===== src/rtl/wt_inval_queue.sv =====
// ============================================================================
// Module   : wt_inval_queue
// Purpose  : Line-aligned, coalescing invalidation FIFO feeding the WT cache.
// Revision : 1.0 - initial release
// ============================================================================
`default_nettype none

module wt_inval_queue #(
  parameter int Depth          = 4,
  parameter int AddrWidth      = 64,
  parameter int LineOffsetBits = 4
) (
  input  logic                       clk_i,
  input  logic                       rst_i,
  input  logic                       snoop_valid_i,
  input  logic [AddrWidth-1:0]       snoop_addr_i,
  output logic                       snoop_ready_o,
  output logic                       inval_valid_o,
  output logic [AddrWidth-1:0]       inval_addr_o,
  input  logic                       inval_ready_i,
  output logic [$clog2(Depth):0]     count_o,
  output logic [15:0]                coalesced_cnt_o,
  output logic                       empty_o
);

  localparam int PW = $clog2(Depth);
  localparam int CW = PW + 1;

  logic [AddrWidth-1:0] r_mem [Depth];
  logic [Depth-1:0]     r_vld;
  logic [PW-1:0]        r_rd_ptr;
  logic [PW-1:0]        r_wr_ptr;
  logic [CW-1:0]        r_cnt;
  logic [15:0]          r_coal;

  logic [AddrWidth-1:0] w_line;
  logic [Depth-1:0]     w_hit;
  logic                 w_match;
  logic                 w_pop;
  logic                 w_acc;
  logic                 w_push;
  logic                 w_coal;
  logic                 w_unused_lsbs;

  assign w_line        = {snoop_addr_i[AddrWidth-1:LineOffsetBits], {LineOffsetBits{1'b0}}};
  assign w_unused_lsbs = ^snoop_addr_i[LineOffsetBits-1:0];
  assign w_pop         = (r_cnt != '0) && inval_ready_i;

  // A head that leaves this cycle must not absorb a new request for the same line.
  for (genvar i = 0; i < Depth; i++) begin : g_match
    assign w_hit[i] = r_vld[i] && (r_mem[i] == w_line) && !(w_pop && (r_rd_ptr == PW'(i)));
  end

  assign w_match       = |w_hit;
  assign snoop_ready_o = w_match || (r_cnt < CW'(Depth));
  assign w_acc         = snoop_valid_i && snoop_ready_o;
  assign w_push        = w_acc && !w_match;
  assign w_coal        = w_acc && w_match;

  always_ff @(posedge clk_i or posedge rst_i) begin
    if (rst_i) begin
      for (int i = 0; i < Depth; i++) begin
        r_mem[i] <= '0;
      end
      r_vld    <= '0;
      r_rd_ptr <= '0;
      r_wr_ptr <= '0;
      r_cnt    <= '0;
      r_coal   <= '0;
    end else begin
      if (w_pop) begin
        r_vld[r_rd_ptr] <= 1'b0;
        r_rd_ptr        <= r_rd_ptr + PW'(1);
      end
      if (w_push) begin
        r_mem[r_wr_ptr] <= w_line;
        r_vld[r_wr_ptr] <= 1'b1;
        r_wr_ptr        <= r_wr_ptr + PW'(1);
      end
      case ({w_push, w_pop})
        2'b10:   r_cnt <= r_cnt + CW'(1);
        2'b01:   r_cnt <= r_cnt - CW'(1);
        default: r_cnt <= r_cnt;
      endcase
      if (w_coal && (r_coal != 16'hFFFF)) begin
        r_coal <= r_coal + 16'd1;
      end
    end
  end

  assign inval_valid_o   = (r_cnt != '0);
  assign inval_addr_o    = r_mem[r_rd_ptr];
  assign count_o         = r_cnt;
  assign coalesced_cnt_o = r_coal;
  assign empty_o         = (r_cnt == '0);

endmodule

`default_nettype wire


===== config.mk =====
export PLATFORM = sky130hd
export DESIGN_NAME = wt_inval_queue
export DESIGN_NICKNAME = d
export VERILOG_FILES = /design/src/rtl/wt_inval_queue.sv
export SDC_FILE = /design/constraint.sdc
export NUM_CORES = 1
export LEC_CHECK = 0
export ABC_CLOCK_PERIOD_IN_PS = 14300
export BUFFER_PORTS_ARGS = -buffer_cell sky130_fd_sc_hd__buf_2
export CORE_MARGIN = 4
export CORE_UTILIZATION = 55
export CTS_CLUSTER_SIZE = 10
export DETAILED_ROUTE_END_ITERATION = 16
export PLACE_DENSITY = 0.75
export SLEW_MARGIN = 20
export SYNTH_ARGS = -nofsm -noshare
export SYNTH_HDL_FRONTEND = slang
export SYNTH_SLANG_ARGS = --single-unit

===== constraint.sdc =====
create_clock -name clk_i -period 14.3 [get_ports clk_i]
set_input_delay 2.145 -clock clk_i [delete_from_list [all_inputs] [get_ports clk_i]]
set_output_delay 2.145 -clock clk_i [all_outputs]
set_load 0.02 [all_outputs]

=== After elaboration in Yosys (flattened, before gate mapping) ===
Index checks and enable logic that the tools add are counted.

* Add/subtract/negate cells: 5
* $lt $le $gt $ge: 8
* Equality and inequality tests: 10
* Mux-type cells: 13
* Bitwise logic cells: 5
* Reduce and logical (&&, ||, !) cells: 31

{| class="wikitable"
|+ Operators with widths
! operator !! number
|-
| $bwmux W256 || 1
|-
| $eq A64 B64 Y1 || 4
|-
| $mux W64 || 3
|-
| $bmux W64 S2 || 1
|-
| $demux W64 S2 || 1
|-
| $logic_and A1 B1 Y1 || 20
|-
| $add A16 B1 Y16 const B || 1
|-
| $ne A16 B16 Y1 const B || 1
|-
| $mux W4 || 2
|-
| $eq A2 B2 Y1 const B || 3
|-
| $ge A3 B3 Y1 const B || 2
|-
| $lt A2 B3 Y1 const B || 2
|-
| $not A2 Y3 || 2
|-
| $pmux W3 S2 || 1
|-
| $logic_not A1 Y1 || 5
|-
| $add A2 B1 Y2 const B || 2
|-
| $and A4 B4 Y4 || 1
|-
| $demux W1 S2 || 2
|-
| $eq A2 B1 Y1 const B || 2
|-
| $ge A2 B1 Y1 const B || 2
|-
| $not A4 Y4 || 1
|-
| $or A4 B4 Y4 || 1
|-
| $reduce_or A4 Y1 || 1
|-
| $add A3 B1 Y3 const B || 1
|-
| other kinds (9) || 10
|}

* Bits in registers: 283
* Bits of input ports: 68
* Output and inout bits: 86
* Word-level logic and storage cells: 81

=== Depth between registers and ports, before layout ===
Gate-level depths: netlist of run 1.

* Word-level depth: 11
* Gate-level depth with buffers: 18
* Gate-level depth less buffers: 14

=== Worst setup path before layout of run 1 ===
Ideal clock, no wire load.

* Path type: input to output
* From: input port snoop_addr_i[8]
* To: output port snoop_ready_o
* Arrival: 3799 ps
* Required time: 12155 ps
* Slack: 8356 ps
* Stages on the path: 10
* Path buffers: 3
* Path through: clkbuf_1 > xnor2_1 > nand4_1 > a2111oi_4 > nand4_1 > o22ai_1 > a211oi_1 > buf_6 > buf_2 > nand2_1

* Cells in the longest elaborated chain, start to end: 5
* Elaborated cells on any way between the ends: 14
* Classes of those cells: eq/ne: 4; reduce/logical: 10

{| class="wikitable"
|+ Ends and longest elaborated chain
! element !! line !! RTL
|-
| start, declared || 16 || <nowiki>input logic [AddrWidth-1:0] snoop_addr_i,</nowiki>
|-
| $eq A64 B64 Y1 || 51 || <nowiki>assign w_hit[i] = r_vld[i] && (r_mem[i] == w_line) && !(w_pop && (r_rd_ptr == PW'(i)));</nowiki>
|-
| $logic_and A1 B1 Y1 (2 in series) || 51 ||
|-
| $reduce_or A4 Y1 (*) || 54 || <nowiki>assign w_match = |w_hit;</nowiki>
|-
| $logic_or A1 B1 Y1 (*) || 55 || <nowiki>assign snoop_ready_o = w_match || (r_cnt < CW'(Depth));</nowiki>
|-
| end, declared || 17 || <nowiki>output logic snoop_ready_o,</nowiki>
|}

Every way passes the cells marked *; elsewhere a longest branch is shown, timed or not.

=== Worst setup path after layout of run 1 ===
* From: input port snoop_addr_i[33]
* To: output port snoop_ready_o

The elaborated chain is that of the path after synthesis.

==> results of run 1 <==
[layout make-up]
type                    instances  area, sq um
fillers                      2091        10380
clock buffers                  39        815.8
diodes                          3        7.507
multi-input cells             717         7839
clock inverters                 2        16.27
well taps                     372        465.4
flip-flops and latches        267         6686
inverters                      15        63.81
repair buffers                154        825.8
[worst max path at each step]
stage                     cells past startpoint                  to  slack [ns]              from
after floorplan                               1  coalesced_cnt_o[0]        4.80             rst_i
after global placement                       10       snoop_ready_o        7.88  snoop_addr_i[21]
after detailed placement                     10       snoop_ready_o        7.91  snoop_addr_i[21]
after CTS                                    10       snoop_ready_o        7.89  snoop_addr_i[21]
after global routing                         10       snoop_ready_o        7.77  snoop_addr_i[57]
final                                        10       snoop_ready_o        7.83  snoop_addr_i[33]
[per-layer routing]
layer	routed length [um]	share of wire (%)
met4	1502	3.8
met3	2881	7.3
met2	18000	46
met5	26	0.066
met1	16980	43
[per-stage QoR]
| step | std cells | util (%) | worst slack, ns | hold WS (ns) |
|---|---|---|---|---|
| 5_1_grt | 1568 | 61.69 | 7.768 | 0.4959 |
| 3_3_place_gp | 1524 | 58.49 | 7.884 | 0.4580 |
| 6_report | 1569 | 61.69 | 7.835 | 0.4757 |
| 3_5_place_dp | 1524 | 58.49 | 7.906 | 0.4661 |
| 2_1_floorplan | 1109 | - | 4.801 | 0.4489 |
| 4_1_cts | 1565 | 61.57 | 7.886 | 0.4782 |
[kinds of logic (layout without fill, tap and decap cells)]
family | count (synthesis) | after routing | share of synthesized area (%)
other | 1 | 7 | 0.02462
AOI/OAI and AO/OA | 9 | 9 | 0.5503
muxes | 303 | 303 | 29.73
and+or+nand+nor | 130 | 130 | 5.125
DFF | 267 | 267 | 43.86
buffers and inverters | 125 | 210 | 4.813
adders and majority gates | 11 | 11 | 0.9527
xor gates and xnor gates | 260 | 260 | 14.95
[worst max-delay path, stage by stage]
cell      delay, ns
buf_2          0.16
xnor2_1        0.38
nand4_1        0.23
nor4_1         0.36
nand2_1        0.08
nor4_1         0.35
a211oi_2       0.13
buf_4          0.22
nand2_1        0.09
buf_2          0.16
[layout by cell type, fill, tap and decap left out, drive strengths merged, types with 5 or more instances in the layout]
cell    netlist  routed
dfrtp       267     267
nor4         26      26
and3          5       5
xor2         67      67
mux2        242     242
nand3         7       7
nor2          6       6
mux4         60      60
xnor2       193     193
ha           10      10
buf          42     154
inv          15      16
clkbuf       68      39
nand2        10      10
nand4        55      55
nor3          9       9
[report_power, final]
group          switching (W)  internal, W  total, W
Clock               0.000298     0.000392  0.000689
Combinational       0.000973      0.00107   0.00204
Sequential          0.000385      0.00112   0.00151
[registers in the layout (all words and copies together) (netlist names)]
| name | count |
|---|---|
| r_mem | 240 |
| coalesced_cnt_o | 16 |
| r_vld | 4 |
| count_o | 3 |
| r_rd_ptr | 2 |
| r_wr_ptr | 2 |
==> impl_results.md, run 1 <==
- Postcts setup bufs: 0
- Hold Path Class: flop to flop
- Port buffer count: 145
- Core box area: 0.02710 sq mm
- Hold Buf Count CTS: 0
- Tmin final: 6.465 ns
- Setup Skew: between 0.01 and 0.015 ns
- CTS Buf Count: 31
- Worst R2R End: r_mem[245]
- Die Area: 0.03043 sq mm
- TritonCTS clock tree: done
- Hold depth: 1
- Reg clk slew, reported paths: 0.05 ns
- Synth top cells by count: dfrtp_1 (267), xnor2_1 (193), mux2_2 (124)
- Ys flop type: dfrtp_1
- Post-CTS resize count: 0
- Ys async rst share: 100.0%
- Grt ovf: 0
- Most frequent cell after synthesis: dfrtp_1
- Routed Antenna Nets: 0
- VDD IR-drop max: 0.1689 mV
- Synth Warn #: 0
- Clk sinks: 267
- Detail Placement HPWL: 27300 um
- Clock Latency Late Sink: 0.56 ns
- Max Clk Rate: 0.1547 GHz
- WHS Endpoint: r_vld[3]
- Crit Reg-Reg Startpoint: r_rd_ptr[1]
- DR pass1 iterations: 5
- DRT Wirelength: 39390 um
- Final Hold Fails: 0
- Power Total: 0.004240 W
- Rel. slew slack: a little under a third
- CP Class: input port to output pin
- Period Utilization, post-route: between 40% and 50%
- EDFF count, synth: 0
- Clk buf depth: 3
- WP data arrival: 4.32 ns
- DR vias/cell: about 6
- GR Util met3: between 6 and 7%
- Initial antenna violation count: 4
- Worst Hold Launch: r_vld[3]
- Synth area leader: dfrtp_1
- Vias in the first global route: 9566
- Max_cap viols: 0
- Largest cells by area after synthesis: dfrtp_1 (44%), mux2_4 (12%), xnor2_1 (11%)
- First-pass GRT wire length: 59880 um
- # setup viols final: 0
- Die width: 174.4 um
- Max-slew violations: 0
- Worst Tran Pin Value: 1.044 ns
- Setup crit end kind: output pin
- Die Ht: 174.4 um
- Grt peak-use layer: met2
- Status: finished clean
- DRC violations left: 0
- Initial core utilization: between 50 and 60%
- Post-synthesis sequential area ratio: 43.86%
- Register bit total from synthesis: 267
- Yosys cell types: 41
- Mean post-synth cell area: 13.77 sq um
- Post-synthesis cell area: between 0.015 and 0.02 sq mm
- Cells on worst reg2reg path: 10
- Met1 Usage GRT: 36.62%
- Global placer's final weighted congestion: 0.9657
- Starting DRT DRC Count: ~740
- Worst Path Required: 12.15 ns
- H-tree depth reported by CTS: 1
- Post-Synthesis Cells: 1106
- Synth top area share: a little over two fifths
- Setup TNS Final: 0 ns
- R2r setup slk: about 10 ns
- Vias: 9251
- Critical path startpoint category: input port
- Root buf cell: clkbuf_16
- Global routing usage on met2: 39.00%
- Area post-placement: ~0.016 sq mm
- Share of layout cells above drive strength 1: a little over two fifths
- Pin count of the biggest net entering global routing: between 150 and 200
- Lkg Pwr: 7.016 nW
- Num ports: 154
- Unrepaired setup endpoints after global routing: false
- GRT Total Usage: 25.58%
- Cell area after layout: ~0.017 sq mm
- Num rows: 60
- WL/cell: roughly 25 um
- Nets: 1265
- Area Overhead vs Synth: 9.749%
- Pwr dens: 253.6 mW/mm^2
- Worst Path Max Fanout: 21
(Power assumes the default switching activity.)
==> run 2, diff against run 1 <==
--- a/config.mk
+++ b/config.mk
@@ -5,13 +5,14 @@
 export SDC_FILE = /design/constraint.sdc
 export NUM_CORES = 1
 export LEC_CHECK = 0
-export ABC_CLOCK_PERIOD_IN_PS = 14300
+export ABC_AREA = 1
+export ABC_CLOCK_PERIOD_IN_PS = 5900
 export BUFFER_PORTS_ARGS = -buffer_cell sky130_fd_sc_hd__buf_2
 export CORE_MARGIN = 4
 export CORE_UTILIZATION = 55
 export CTS_CLUSTER_SIZE = 10
 export DETAILED_ROUTE_END_ITERATION = 16
-export PLACE_DENSITY = 0.75
+export PLACE_DENSITY = 0.77
 export SLEW_MARGIN = 20
 export SYNTH_ARGS = -nofsm -noshare
 export SYNTH_HDL_FRONTEND = slang
==> constraint.sdc (replaced) <==
create_clock -name clk_i -period 5.9 [get_ports clk_i]
set_input_delay 0.885 -clock clk_i [delete_from_list [all_inputs] [get_ports clk_i]]
set_output_delay 0.885 -clock clk_i [all_outputs]
set_load 0.02 [all_outputs]
==> run 2 against run 1 <==
Against the previous run: global-route usage is 10 points higher; die area is 20% higher; worst hold slack better by 0.022 ns; largest cell class unchanged; via count is 97% higher; critical path type is now flop to output pin.
==> impl_results.md, run 2 <==
- Area Overhead vs Synth: 8.629%
- CP max stage delay: 0.58 ns (+0.20 ns)
- Starting DRT DRC Count: 2020 (+170%)
- Area post-placement: 0.01888 sq mm (+19%)
- Tmin final: 4.108 ns
- Cell area after layout: 0.01994 sq mm (+19%)
- Hold Path Class: flop to flop
- Yosys cell types: 40 (-2.4%)
- DR vias/cell: 5.594 (-5.1%)
- Setup ws final: 1.792 ns (-6.042 ns)
- Synth Warn #: 0 (unchanged)
- Setup TNS Final: 0 ns (unchanged)
- Psw: 0.005678 W (+240%)
- CP Cell Sequence: inv_4 > ha_1 > nor2_1 > nand3_1 > nand2_1 > nand3_1 > nor2_1 > nand3_1 > nand2_1 > nor2_1 > nand2_1 > buf_2
- Critical path buffers and inverters: 2 (-1)
- Hold Buf Count CTS: 0 (unchanged)
- CTS Buf Count: 34 (+9.7%)
- Final Hold Fails: 0 (unchanged)
- Leading cell type in the layout, fill and taps excluded: nand2_1
- Synth top cells by count: nand2_1 (927), nor2_1 (350), dfrtp_1 (267)
- Switching Share: 50.07% (+11 points)
- Post-CTS resize count: 0 (unchanged)
- Routed Antenna Nets: 0 (unchanged)
- Fill count: 3116 (+49%)
- Synth Area in Compound Gates: 13.49% (+13 points)
- Most frequent cell after synthesis: nand2_1
- Clk sinks: 267 (unchanged)
- Ys async rst share: 100.0% (unchanged)
- Mean post-synth cell area: 6.709 sq um (-51%)
- Lkg Pwr: 10.02 nW (+43%)
- Max_cap viols: 0 (unchanged)
- Num ports: 154 (unchanged)
- TritonCTS clock tree: done
- Biggest register: r_mem
- Status: finished clean
- Num rows: 66 (+10%)
- Largest cells by area after synthesis: dfrtp_1 (36%), nand2_1 (19%), nor2_1 (7.2%)
- DR pass1 iterations: 6 (+1)
- Area share of xor/xnor cells in the synthesized design: 7.102% (-7.8 points)
- Top delay family on crit path: simple AND/OR/NAND/NOR gates
- Core box area: 0.03270 sq mm (+21%)
- DRT Wirelength: 66240 um (+68%)
- Max Clk Rate: ~0.24 GHz
- Worst Path Required: 5.02 ns (-7.13 ns)
- Detail Placement HPWL: 50380 um (+85%)
- Worst Path Max Fanout: 86 (+310%)
- Vias in the first global route: 16900 (+77%)
- Post-Synthesis Cells: 2736 (+150%)
- Main combinational cell family by area after synthesis: simple AND/OR/NAND/NOR gates
- Setup Skew: 0.01266 ns (-0.0001780 ns)
- Most frequent cells in the layout: nand2_1 (927), nor2_1 (350), dfrtp_1 (266), inv_1 (254), o21ai_0 (173)
- Fin cells: 3262 (+110%)
- Multiplexer area fraction after synthesis: 0% (-30 points)
- GRT Total Usage: 35.93% (+10 points)
- Crit-path slowest cell: inv_4
- Clk buf depth: 3 (unchanged)
- DRC violations left: 0 (unchanged)
- Nets: 2886 (+130%)
- Reg clk slew, reported paths: 0.06 ns (about the same)
- H-tree depth reported by CTS: 2 (+1)
- Critical path startpoint category: flop
- Ys flop type: dfrtp_1
- Unrepaired setup endpoints after global routing: false
- Pwr dens: 568.6 mW/mm^2 (+120%)
- Grt ovf: 0 (unchanged)
- P_int: 0.005661 W (+120%)
- Pin count of the biggest net entering global routing: 147 (-20%)
- WL/cell: 20.31 um (-19%)
- Port buffer count: 145 (unchanged)
- Reg power frac: 30.2% (-5.3 points)
- Max reg flops: 240 (unchanged)
- VDD IR-drop max: 0.3547 mV (+110%)
- Die Ht: 190.7 um (+9.3%)
- Register bit total from synthesis: 267 (unchanged)
- Post-synthesis simple-gate area fraction: 31.12% (+26 points)
- Initial core utilization: 56.13% (-0.081 points)
- Setup crit end kind: output pin
- Worst Tran Pin Value: 0.8959 ns (-0.1478 ns)
- Root buf cell: clkbuf_16
- Combinational share of power: 52.0% (+3.8 points)
- Placed Cells: 3213 (+110%)
- Max-slew violations: 0 (unchanged)
- CP Class: flop to output pin
- Rel. slew slack: 40.27% (+9.9 points)
- Period Utilization, post-route: 69.62%
- Initial antenna violation count: 2 (-2)
- Worst slack, placed: 1.971 ns (-5.936 ns)
- Synth area leader: dfrtp_1
- Vias: 18250 (+97%)
- First-pass GRT wire length: 99510 um (+66%)
- Post-synthesis sequential area ratio: 36.40% (-7.5 points)
- Share of layout cells above drive strength 1: 10.18% (-32 points)
- Postcts setup bufs: 0 (unchanged)
- Post-synthesis cell area: 0.01836 sq mm (+20%)
- WP data arrival: 3.22 ns (-1.10 ns)
- Clk pwr share: 17.8% (+1.5 points)
- Synth top area share: 36.40% (-7.5 points)
- Global placer's final weighted congestion: 1.065 (+10%)
- Fin Hold WS: 0.4981 ns (+0.02239 ns)
- Clock Latency Late Sink: 0.51 ns (-0.05 ns)
- # setup viols final: 0 (unchanged)
- EDFF count, synth: 0 (unchanged)
- Die Area: 0.03636 sq mm (+20%)
- Post-Synth Adder-Cell Area: 0.7907% (-0.16 points)
- Die width: 190.7 um (+9.3%)
-- run 2: path summary, 6_finish.rpt --
check	start	endpoint	slack (ns)	depth (start not counted)
setup reg to reg	r_rd_ptr[0]	r_mem[132]	2.11	14
max in group asynchronous	rst_i	r_mem[191]	4.04	3
setup / recovery	r_rd_ptr[0]	snoop_ready_o	1.79	12
hold reg to reg	count_o[0]	count_o[0]	0.50	1
hold / removal	count_o[0]	count_o[0]	0.50	1
min in group asynchronous	rst_i	r_mem[85]	0.54	2
-- run 2: routing by layer --
layer | vias to the layer above | global-route usage [%] | share of wire (%)
li1 | 8681 | - | -
met1 | 8581 | 50.23 | 42
met2 | 851 | 56.56 | 45
met3 | 133 | 6.097 | 9.0
met4 | 2 | 13.15 | 4.1
met5 | - | 0 | 0.012
-- run 2: cell type report --
type	instances	area (sq um)	area share [%]
Tap cell	442	553.0	2.773
Inverter	292	1110	5.566
Sequential cell	267	6683	33.51
Clock buffer	45	985.9	4.944
Antenna cell	1	2.502	0.01255
Clock inverter	3	67.56	0.3388
Timing Repair Buffer	158	885.9	4.442
Multi-Input combinational cell	2054	9653	48.41
-- run 2: through the flow --
| stage | utilization (%) | total power [W] |
|---|---|---|
| after floorplan | - | 0.007241 |
| after global placement | 57.75 | 0.009015 |
| after detailed placement | 57.75 | 0.009177 |
| after CTS | 60.97 | 0.01123 |
| after global routing | 60.97 | 0.01209 |
| final | 60.98 | 0.01134 |
-- run 2: power by group through the flow --
stage                     Clock, W  Combinational (W)  Sequential (W)
after floorplan                  0            0.00401         0.00323
after global placement           0            0.00565         0.00337
after detailed placement         0            0.00577         0.00341
after CTS                  0.00204            0.00580         0.00339
after global routing       0.00212            0.00644         0.00353
final                      0.00202            0.00589         0.00343
-- run 2: cells by family (layout without fill, tap and decap cells) --
kind of cell | Yosys count | count (layout)
buffers and inverters | 418 | 498
AND/OR/NAND/NOR | 1425 | 1425
AO/OA/AOI/OAI | 466 | 466
XOR/XNOR | 148 | 148
adder cells (fa/ha/maj) | 11 | 11
other | 1 | 5
flip-flops | 267 | 267
-- run 2: worst reg2reg max path, stage by stage, from the launching register on --
cell and delay (ns):
dfrtp_2 0.43, inv_4 0.58, ha_1 0.29, nor2_1 0.05
nand3_1 0.10, nand2_1 0.16, nand3_1 0.21, inv_1 0.08
nand3_2 0.08, nand2_2 0.08, nor2_8 0.20, nand3_4 0.66
buf_12 0.51, nand2_1 0.14, o21ai_1 0.08
==> run 3, diff against run 2 <==
--- a/config.mk
+++ b/config.mk
@@ -6,7 +6,7 @@
 export NUM_CORES = 1
 export LEC_CHECK = 0
 export ABC_AREA = 1
-export ABC_CLOCK_PERIOD_IN_PS = 5900
+export ABC_CLOCK_PERIOD_IN_PS = 3600
 export BUFFER_PORTS_ARGS = -buffer_cell sky130_fd_sc_hd__buf_2
 export CORE_MARGIN = 4
 export CORE_UTILIZATION = 55
==> constraint.sdc (replaced) <==
create_clock -name clk_i -period 3.6 [get_ports clk_i]
set_input_delay 0.54 -clock clk_i [delete_from_list [all_inputs] [get_ports clk_i]]
set_output_delay 0.54 -clock clk_i [all_outputs]
set_load 0.02 [all_outputs]
==> run 3 against run 2 <==
Against the previous run: clock power rose by 61%; clock skew rose by 0.025 ns; sequential share of layout area fell by 0.51 points; power rose by 66%; global-route usage rose by 1.0 points; via count rose by 1.3%; count of clock-buffer cells in the layout rose by 4.
==> impl_results.md, run 3 (same netlist as run 2, synthesis figures left out) <==
- Status: finished clean
- Fill count: 3084 (-1.0%)
- Worst slack, placed: 0.2323 ns (-1.738 ns)
- Leading cell type in the layout, fill and taps excluded: nand2_1
- Biggest register: r_mem
- Pin count of the biggest net entering global routing: 103 (-30%)
- Final Hold Fails: 0 (unchanged)
- VDD IR-drop max: 0.7594 mV (+110%)
- Unrepaired setup endpoints after global routing: false
- Cells on worst reg2reg path: 17 (+3)
- CP max stage delay: 0.45 ns (-0.13 ns)
- WL/cell: 20.48 um (+0.83%)
- Num rows: 66 (unchanged)
- Starting DRT DRC Count: 2176 (+7.7%)
- CTS Buf Count: 34 (unchanged)
- Detail Placement HPWL: 51730 um (+2.7%)
- Die width: 190.7 um (unchanged)
- N_diodes: 0 (-1)
- Lkg Pwr: 10.21 nW (+1.9%)
- Critical path startpoint category: flop
- Worst R2R End: count_o[2]
- Most frequent cells in the layout: nand2_1 (927), nor2_1 (350), dfrtp_1 (266), inv_1 (254), o21ai_0 (173)
- H-tree depth reported by CTS: 2 (unchanged)
- Routed Antenna Nets: 0 (unchanged)
- Pwr dens: 929.4 mW/mm^2 (+63%)
- Initial antenna violation count: 1 (-1)
- Area post-placement: 0.01923 sq mm (+1.8%)
- Worst Path Required: 3.06 ns (-1.96 ns)
- Num ports: 154 (unchanged)
- Core box area: 0.03270 sq mm (unchanged)
- DR pass1 iterations: 6 (unchanged)
- # setup viols final: 0 (unchanged)
- Setup crit end kind: output pin
- First-pass GRT wire length: 102800 um (+3.3%)
- Reg clk slew, reported paths: 0.06 ns (about the same)
- Hold Buf Count CTS: 0 (unchanged)
- Share of layout cells above drive strength 1: 11.19% (+1.0 points)
- Crit Reg-Reg Startpoint: r_rd_ptr[1]
- GRT Total Usage: 36.95% (+1.0 points)
- Grt ovf: 0 (unchanged)
- Postcts setup bufs: 0 (unchanged)
- Root buf cell: clkbuf_16
- Max reg flops: 240 (unchanged)
- Global placer's final weighted congestion: 1.049 (-1.5%)
- Port buffer count: 145 (unchanged)
- Post-CTS resize count: 0 (unchanged)
- Setup ws final: 0.2680 ns (-1.524 ns)
- Clk buf depth: 3 (unchanged)
- Die Area: 0.03636 sq mm (unchanged)
- DRT Wirelength: 67590 um (+2.0%)
- CP Class: flop to output pin
- DR vias/cell: 5.598 (about the same)
- Max_cap viols: 0 (unchanged)
- DRC violations left: 0 (unchanged)
- Max Clk Rate: 0.3001 GHz
- Die Ht: 190.7 um (unchanged)
- Hold Path Class: input port to async pin
- Crit-path slowest cell: dfrtp_1
- Tmin final: 3.332 ns
- TritonCTS clock tree: done
- Cell area after layout: 0.02025 sq mm (+1.5%)
- Vias: 18480 (+1.3%)
- Vias in the first global route: 17200 (+1.8%)
- Power Total: 0.01882 W (+66%)
- Rel. slew slack: 34.24% (-6.0 points)
- WP data arrival: 2.79 ns (-0.43 ns)
- Initial core utilization: 56.13% (unchanged)
- Setup TNS Final: 0 ns (unchanged)
- Worst Path Max Fanout: 6 (-93%)
- Area Overhead vs Synth: 10.30%
- Max-slew violations: 0 (unchanged)
- CP Cell Sequence: inv_2 > ha_1 > nor2_1 > nand3_1 > nand2_1 > nand3_1 > nor2_1 > nand3_1 > nand2_1 > nor2_1 > nand2_1 > buf_2
- Period Utilization, post-route: 92.56%
- Worst Tran Pin Value: 0.9865 ns (+0.09055 ns)
- R2r setup slk: 0.48 ns (-1.63 ns)
- Nets: 2922 (+1.2%)
- Top delay family on crit path: simple AND/OR/NAND/NOR gates
- Clk sinks: 267 (unchanged)
- Setup Skew: 0.03718 ns (+0.02452 ns)
- Critical path buffers and inverters: 2 (unchanged)
- Clock Latency Late Sink: 0.53 ns (+0.02 ns)
==> run 3: layout make-up <==
type | count | area (sq um) | area share [%]
tap | 442 | 553.0 | 2.731
sequential | 267 | 6683 | 33.01
clock buffer | 49 | 948.4 | 4.684
timing repair buffer | 194 | 1231 | 6.081
clock inverter | 3 | 68.82 | 0.3399
multi-input combinational | 2054 | 9653 | 47.68
inverter | 292 | 1110 | 5.481
==> run 3: metrics by stage <==
step | std cells | utilization [%] | hold WS [ns]
after detailed placement | 3249 | 58.80 | 0.4990
final | 3301 | 61.91 | 0.04207
after floorplan | 2739 | - | 0.4744
after CTS | 3301 | 61.91 | 0.04216
after global placement | 3249 | 58.80 | 0.4799
after global routing | 3301 | 61.91 | 0.06777
==> run 3: layer usage <==
layer	global-route usage (%)	wire, um
met1	52.59	28900
met3	4.998	5469
met4	10.64	2146
met5	0	13
met2	59.46	31060
==> run 3: how the worst max path moves through the flow <==
stage | startpoint | endpoint | slack, ns | cells after the start
2_1_floorplan | rst_i | coalesced_cnt_o[0] | -0.47 | 1
3_3_place_gp | snoop_addr_i[19] | count_o[2] | 0.28 | 19
3_5_place_dp | snoop_addr_i[19] | count_o[2] | 0.23 | 19
4_1_cts | r_mem[34] | snoop_ready_o | 0.30 | 9
5_1_grt | count_o[0] | snoop_ready_o | 0.15 | 11
6_report | r_rd_ptr[1] | snoop_ready_o | 0.27 | 12
==> run 3: where the power goes <==
part	switching, W	internal, W	total (W)
registers	0.00135	0.00428	0.00562
clock network	0.00131	0.00195	0.00326
logic	0.00677	0.00316	0.00993
==> run 3: worst reg2reg max path, cell delays in order, from the launching register on <==
cell and delay, ns:
dfrtp_1 0.45, inv_2 0.09, ha_1 0.20, nor2_1 0.11, nand3_1 0.10, nand2_1 0.24, nand3_1 0.16, inv_1 0.08
nand3_1 0.10, nand2_2 0.14, nor2_8 0.05, nand2_1 0.22, ha_1 0.21, inv_1 0.06, fa_1 0.38, a21oi_1 0.14
o21ai_0 0.12, xor2_1 0.16
